--- config.mk ---
export PLATFORM = sky130hd
export DESIGN_NAME = buf_write_ctrl
export DESIGN_NICKNAME = d
export VERILOG_FILES = /design/src/rtl/buf_write_ctrl.sv
export SDC_FILE = /design/constraint.sdc
export NUM_CORES = 1
export LEC_CHECK = 0
export BUFFER_PORTS_ARGS = -buffer_cell sky130_fd_sc_hd__buf_2
export CAP_MARGIN = 20
export CORE_ASPECT_RATIO = 1.5
export CORE_MARGIN = 10
export CORE_UTILIZATION = 55
export DETAILED_ROUTE_END_ITERATION = 7
export PLACE_DENSITY = 0.88
export SLEW_MARGIN = 0
export SYNTH_ARGS = -nofsm -noshare
export SYNTH_HDL_FRONTEND = slang
export SYNTH_SLANG_ARGS = --single-unit
--- constraint.sdc ---
create_clock -name clk -period 2.5 [get_ports clk]
set_input_delay 0.375 -clock clk [delete_from_list [all_inputs] [get_ports clk]]
set_output_delay 0.375 -clock clk [all_outputs]
set_load 0.02 [all_outputs]
--- src/rtl/buf_write_ctrl.sv ---
// Ingress frame writer: stores frames as linked 32-word cells in the packet buffer and emits one descriptor per stored frame.
// Latency: buffer and link writes land 1 cycle after the word handshake; desc_valid rises with the final buf_wr.
// Backpressure: i_ready drops for 1 bubble per cell boundary, while the free queue is empty, and until the descriptor is taken.
// Option BUF_WR_ERR_DROP_EN: frames with i_err at EOP are released instead of forwarded.
module buf_write_ctrl #(
  parameter int CELL_AW   = 5,
  parameter int MAX_CELLS = 12
) (
  input  logic               clk,
  input  logic               rst,
  input  logic [31:0]        i_data,
  input  logic               i_valid,
  input  logic               i_sop,
  input  logic               i_eop,
  input  logic [3:0]         i_dport,
  input  logic               i_err,
  output logic               i_ready,
  input  logic [9:0]         fq_ptr,
  input  logic               fq_empty,
  output logic               fq_rd,
  output logic               fq_ret_wr,
  output logic [9:0]         fq_ret_ptr,
  output logic               buf_wr,
  output logic [9+CELL_AW-1:0] buf_addr,
  output logic [31:0]        buf_din,
  output logic               lnk_wr,
  output logic [9:0]         lnk_addr,
  output logic [9:0]         lnk_din,
  output logic               desc_valid,
  input  logic               desc_ready,
  output logic [9:0]         desc_head,
  output logic [8:0]         desc_words,
  output logic [3:0]         desc_cells,
  output logic [3:0]         desc_dport
);

  localparam logic [9:0] END_PTR = 10'h3FF;
  localparam logic [3:0] MAX_C   = 4'(MAX_CELLS);

  typedef enum logic [2:0] {
    S_IDLE,
    S_SOP,
    S_WRITE,
    S_NEXT,
    S_DESC,
    S_RELEASE
  } state_t;

  state_t state, state_n;

  logic [9:0]         cur;
  logic [9:0]         head;
  logic [9:0]         list [MAX_CELLS];
  logic [3:0]         cells;
  logic [3:0]         rel_idx;
  logic [3:0]         dport;
  logic [CELL_AW-1:0] word_cnt;
  logic [8:0]         words;
  logic               drop;
  logic               accept;
  logic               cell_last;
  logic               err_drop;

`ifdef BUF_WR_ERR_DROP_EN
  assign err_drop = i_err;
`else
  logic unused_err;
  assign unused_err = i_err;
  assign err_drop   = 1'b0;
`endif

  assign i_ready   = (state == S_SOP) || (state == S_WRITE);
  assign accept    = i_valid && i_ready;
  assign cell_last = &word_cnt;

  // Gated by rst so no pop is requested while the free queue itself is in reset.
  assign fq_rd = rst && !fq_empty &&
                 ((state == S_IDLE) || ((state == S_NEXT) && (cells != MAX_C)));

  assign desc_valid = (state == S_DESC);
  assign fq_ret_wr  = (state == S_RELEASE);
  assign fq_ret_ptr = fq_ret_wr ? list[rel_idx] : 10'h000;

  assign desc_head  = head;
  assign desc_words = words;
  assign desc_cells = cells;
  assign desc_dport = dport;

  always_ff @(posedge clk or negedge rst) begin
    if (!rst) begin
      state <= S_IDLE;
    end else begin
      state <= state_n;
    end
  end

  always_comb begin
    state_n = state;
    case (state)
      S_IDLE: begin
        if (fq_rd) state_n = S_SOP;
      end
      S_SOP: begin
        if (accept && i_sop) begin
          if (i_eop) state_n = err_drop ? S_RELEASE : S_DESC;
          else       state_n = S_WRITE;
        end
      end
      S_WRITE: begin
        if (accept) begin
          if (i_eop)                   state_n = (drop || err_drop) ? S_RELEASE : S_DESC;
          else if (!drop && cell_last) state_n = S_NEXT;
        end
      end
      S_NEXT: begin
        if (!fq_empty) state_n = S_WRITE;
      end
      S_DESC: begin
        if (desc_ready) state_n = S_IDLE;
      end
      S_RELEASE: begin
        if (rel_idx == cells - 4'd1) state_n = S_IDLE;
      end
      default: state_n = S_IDLE;
    endcase
  end

  always_ff @(posedge clk or negedge rst) begin
    if (!rst) begin
      cur      <= '0;
      head     <= '0;
      cells    <= '0;
      rel_idx  <= '0;
      dport    <= '0;
      word_cnt <= '0;
      words    <= '0;
      drop     <= 1'b0;
      buf_wr   <= 1'b0;
      buf_addr <= '0;
      buf_din  <= '0;
      lnk_wr   <= 1'b0;
      lnk_addr <= '0;
      lnk_din  <= '0;
      for (int i = 0; i < MAX_CELLS; i++) list[i] <= '0;
    end else begin
      buf_wr <= 1'b0;
      lnk_wr <= 1'b0;
      case (state)
        S_IDLE: begin
          if (fq_rd) begin
            cur      <= fq_ptr;
            head     <= fq_ptr;
            list[0]  <= fq_ptr;
            cells    <= 4'd1;
            rel_idx  <= '0;
            word_cnt <= '0;
            words    <= '0;
            drop     <= 1'b0;
          end
        end
        S_SOP: begin
          // Words before the first SOP are swallowed without touching the buffer.
          if (accept && i_sop) begin
            buf_wr   <= 1'b1;
            buf_addr <= {cur[8:0], {CELL_AW{1'b0}}};
            buf_din  <= i_data;
            dport    <= i_dport;
            word_cnt <= CELL_AW'(1);
            words    <= 9'd1;
            if (i_eop) begin
              lnk_wr   <= 1'b1;
              lnk_addr <= cur;
              lnk_din  <= END_PTR;
            end
          end
        end
        S_WRITE: begin
          if (accept && !drop) begin
            buf_wr   <= 1'b1;
            buf_addr <= {cur[8:0], word_cnt};
            buf_din  <= i_data;
            word_cnt <= word_cnt + CELL_AW'(1);
            words    <= words + 9'd1;
            if (i_eop) begin
              lnk_wr   <= 1'b1;
              lnk_addr <= cur;
              lnk_din  <= END_PTR;
            end
          end
        end
        S_NEXT: begin
          if (!fq_empty) begin
            if (cells == MAX_C) begin
              // Oversize: keep draining the frame but stop writing; its cells are released at EOP.
              drop <= 1'b1;
            end else begin
              lnk_wr       <= 1'b1;
              lnk_addr     <= cur;
              lnk_din      <= fq_ptr;
              cur          <= fq_ptr;
              list[cells]  <= fq_ptr;
              cells        <= cells + 4'd1;
              word_cnt     <= '0;
            end
          end
        end
        S_RELEASE: begin
          rel_idx <= rel_idx + 4'd1;
        end
        default: ;
      endcase
    end
  end

endmodule

==> reports/summary.log <==
qor: timing.max_freq 381 MHz
qor: critical_path.crit_path_end_kind output port
qor: synthesis.yosysWarningCount 0
qor: critical_path.worstPathRequired 2.12 ns
qor: routing.totalWireLength 25400 um
qor: clocking.numCtsBuffers 22
qor: routing.starting_drt_drc_count 521
qor: floorplan.initial_utilization 55.8%
qor: floorplan.die_w 134 um
qor: synthesis.synth_top_area_cell sky130_fd_sc_hd__dfrtp_1
qor: timing.grt_setup_unrepaired yes
qor: place.finalWeightedCongestion 0.823
qor: routing.final_antenna_net_count 0
qor: final_layout.fillers 1320
qor: grt.congestion_overflow_gr 0
qor: place.dp_hpwl 17000 um
qor: synthesis.netlist_instances 792
qor: grt.grt_first_pass_wirelength 40700 um
qor: pwr.powerDensity 1190 nW/um2
qor: clocking.count_of_h_tree_levels_built_during_cts 1
qor: run_status.violations_in_the_final_reports setup timing
qor: critical_path.crit-reg2reg-launch desc_cells[1]
qor: final_layout.flow.area_growth_from_synthesis 20.2%
qor: final_layout.proportion_of_layout_cells_with_a_drive_suffix_above_1 47.3%
qor: min_path.hold_class in2async
qor: routing.drt-vias-per-instance 5.69
qor: critical_path.critPathMaxFanout 15
qor: critical_path.critPathLaunch rel_idx[0]
qor: final_layout.finalNetCount 1029
qor: synthesis.async_flop_share 100%
qor: run_status.status finished, violations left
qor: routing.wl_per_cell 20.5 um
qor: critical_path.start_kind register
qor: synthesis.synth_sequential_area_ratio 56.0%
qor: synthesis.synth_seq_cells 238
qor: final_layout.post-route-util 67.0%
qor: synthesis.synth-main-ff-cell sky130_fd_sc_hd__dfrtp_1
qor: timing.share_of_the_clock_period_used_by_the_worst_path 105%
qor: clocking.ctsHoldBuffers 0
qor: routing.drt_drc_violations_left 0
qor: synthesis.synthesis.area 10600 um2
qor: clocking.clkTransAtPathRegs 0.07 ns
qor: grt.grt_pass1_vias 7635
qor: clocking.cts_sinks 238
qor: clocking.cts.root.buffer_cell sky130_fd_sc_hd__clkbuf_16
qor: clocking.cts_buffer_depth 3
qor: timing.clock-skew-final 0.0109 ns
qor: synthesis.synth_area_leaders sky130_fd_sc_hd__dfrtp_1, sky130_fd_sc_hd__mux2_2, sky130_fd_sc_hd__mux4_2, sky130_fd_sc_hd__nand2_1, sky130_fd_sc_hd__a21oi_1
qor: pwr.vdd_ir_drop_max 0.584 mV
qor: floorplan.coreArea 19100 um2
qor: timing.slew_headroom 38.8%
qor: grt.largest_net_degree_at_the_start_of_global_routing 178
qor: timing.hold_violation_count_in_the_final_report 0
qor: timing.post-route-min-period 2.62 ns
qor: timing.worst_slew_pin_slew 0.918 ns
qor: pwr.leakagePower 6.19 nW
qor: critical_path.critPathArrivalTime 2.25 ns
qor: place.port_buffers 161
qor: flow_run.max_cap_violations 0
qor: clocking.cts_tree done
qor: timing.final-setup-viol-count 10
qor: synthesis.synth_cell_type_count 52
qor: grt.antenna_violations_before_repair 0
qor: routing.vias 7045
qor: routing.drtPass1Iterations 4
qor: grt.global_route_usage_over_all_layers 19.7%
qor: floorplan.num_rows 62
qor: floorplan.die_outline_height 190 um
qor: critical_path.critical_path_class reg2out
qor: timing.finalWorstSetupSlack -0.122 ns
qor: final_layout.antennaDiodeCount 0
qor: floorplan.design.die.area 25400 um2
qor: floorplan.pin_count 163
qor: synthesis.synth.top_cell.area_share 56.0%
qor: clocking.clk-insertion-delay-late 0.52 ns
qor: synthesis.synthesis.nets 854
qor: synthesis.edff_count_synth 0
qor: synthesis.avgSynthCellArea 13.4 um2
qor: timing.fin_setup_tns -0.845 ns
qor: timing.report.final.slew_viol_count 0
[synth_stat cells, types with 3 or more instances]
cell type / instances
sky130_fd_sc_hd__xor2_1: 5
sky130_fd_sc_hd__nor3_1: 12
sky130_fd_sc_hd__clkbuf_1: 30
sky130_fd_sc_hd__nor2_2: 4
sky130_fd_sc_hd__buf_2: 14
sky130_fd_sc_hd__nand3_1: 18
sky130_fd_sc_hd__and3_1: 6
sky130_fd_sc_hd__dfrtp_1: 238
sky130_fd_sc_hd__nand3b_1: 3
sky130_fd_sc_hd__ha_1: 8
sky130_fd_sc_hd__nor2_4: 3
sky130_fd_sc_hd__a31oi_1: 4
sky130_fd_sc_hd__a21oi_1: 27
sky130_fd_sc_hd__nand2b_1: 14
sky130_fd_sc_hd__mux2_1: 3
sky130_fd_sc_hd__and2_1: 4
sky130_fd_sc_hd__inv_1: 22
sky130_fd_sc_hd__nand2_1: 44
sky130_fd_sc_hd__o21ai_0: 25
sky130_fd_sc_hd__mux4_2: 30
sky130_fd_sc_hd__o31ai_1: 9
sky130_fd_sc_hd__nor3b_1: 4
sky130_fd_sc_hd__nor2_1: 35
sky130_fd_sc_hd__mux2_4: 5
sky130_fd_sc_hd__mux2i_1: 10
sky130_fd_sc_hd__nor2b_1: 5
sky130_fd_sc_hd__mux2_2: 177
[critical path, stage by stage (launching register included)]
cell and delay, ns:
sky130_fd_sc_hd__dfrtp_2 0.41, sky130_fd_sc_hd__buf_12 0.18, sky130_fd_sc_hd__mux4_2 0.51, sky130_fd_sc_hd__mux2i_1 0.20, sky130_fd_sc_hd__nor2_1 0.08, sky130_fd_sc_hd__a21oi_1 0.12, sky130_fd_sc_hd__nor2_1 0.06, sky130_fd_sc_hd__buf_2 0.17
[worst paths after layout]
kind	end	slack, ns	cells after the start
max	fq_ret_ptr[1]	-0.12	7
min	desc_words[7]	0.01	2
max reg2reg	lnk_din[8]	0.26	8
min reg2reg	desc_head[2]	0.47	2
max in group asynchronous	rel_idx[0]	1.78	2
min in group clk	buf_din[0]	0.09	2
[sequential cells by signal, summed over array words and instances, names as in the netlist]
signal	count
desc_dport	4
rel_idx	4
drop	1
lnk_wr	1
desc_cells	4
buf_din	32
desc_head	10
list	120
desc_words	9
lnk_din	10
cur	10
word_cnt	5
buf_addr	14
lnk_addr	10
state	3
buf_wr	1
[per-stage QoR]
step / std cells / hold slack, ns / setup WS [ns] / area [um2] / power, mW
detailed placement: 1192 / 0.458 / 0.299 / 11900 / 11.3
CTS: 1237 / 0.0574 / -0.140 / 12800 / 15.3
global route: 1239 / 0.0780 / -0.209 / 12800 / 16.0
global placement: 1192 / 0.454 / 0.378 / 11900 / 11.1
finish: 1239 / 0.0121 / -0.122 / 12800 / 15.2
floorplan: 792 / 0.0794 / 0.349 / 10600 / 9.45
[timing repair]
item                                    4_1_cts  5_1_grt
endpoints found under the setup margin       10       10
resized for setup                             3        3
setup buffers                                 5        2
[cell type report]
type	instances	area [um2]	share of cell area (%)
multi-input cells	483	4380	34.3
repair buffers	200	1210	9.47
flip-flops and latches	238	5960	46.6
well taps	256	320	2.50
clock buffers	30	621	4.85
inverters	22	82.6	0.646
clock inverters	10	214	1.67
[layout by cell type, fill, tap and decap left out, types with 5 or more instances in the layout]
| cell type | n |
|---|---|
| sky130_fd_sc_hd__o31ai_1 | 9 |
| sky130_fd_sc_hd__xor2_1 | 5 |
| sky130_fd_sc_hd__dfrtp_1 | 237 |
| sky130_fd_sc_hd__nand3_1 | 18 |
| sky130_fd_sc_hd__mux2_4 | 5 |
| sky130_fd_sc_hd__inv_1 | 22 |
| sky130_fd_sc_hd__a21oi_1 | 27 |
| sky130_fd_sc_hd__buf_4 | 38 |
| sky130_fd_sc_hd__nand2_1 | 44 |
| sky130_fd_sc_hd__bufinv_16 | 6 |
| sky130_fd_sc_hd__mux2_2 | 177 |
| sky130_fd_sc_hd__nand2b_1 | 14 |
| sky130_fd_sc_hd__buf_12 | 7 |
| sky130_fd_sc_hd__mux2i_1 | 10 |
| sky130_fd_sc_hd__clkbuf_16 | 22 |
| sky130_fd_sc_hd__nor2b_1 | 5 |
| sky130_fd_sc_hd__mux4_2 | 30 |
| sky130_fd_sc_hd__buf_2 | 154 |
| sky130_fd_sc_hd__and3_1 | 6 |
| sky130_fd_sc_hd__o21ai_0 | 25 |
| sky130_fd_sc_hd__nor3_1 | 12 |
| sky130_fd_sc_hd__ha_1 | 8 |
| sky130_fd_sc_hd__nor2_1 | 35 |
[power breakdown]
part / leakage [nW] / switching (mW) / internal, mW
clock: 0.404 / 1.46 / 2.37
sequential: 3.07 / 0.732 / 5.07
combinational: 2.72 / 3.01 / 2.56
total: 6.19 / 5.21 / 10.0
[layer usage]
metal	global-route usage, %	wire (um)
met5	0	0
met2	36.3	13500
met4	7.26	803
met3	3.67	1350
met1	22.1	9700
[cells by family after synthesis]
group	after synthesis	synth area share, %
DFF	238	56.0
muxes	225	27.0
and+or+nand+nor	167	8.19
AOI/OAI and AO/OA	76	4.39
buffers and inverters	71	2.88
adders and majority gates	8	0.941
xor gates and xnor gates	7	0.576
Power figures use the tool's default switching activity.
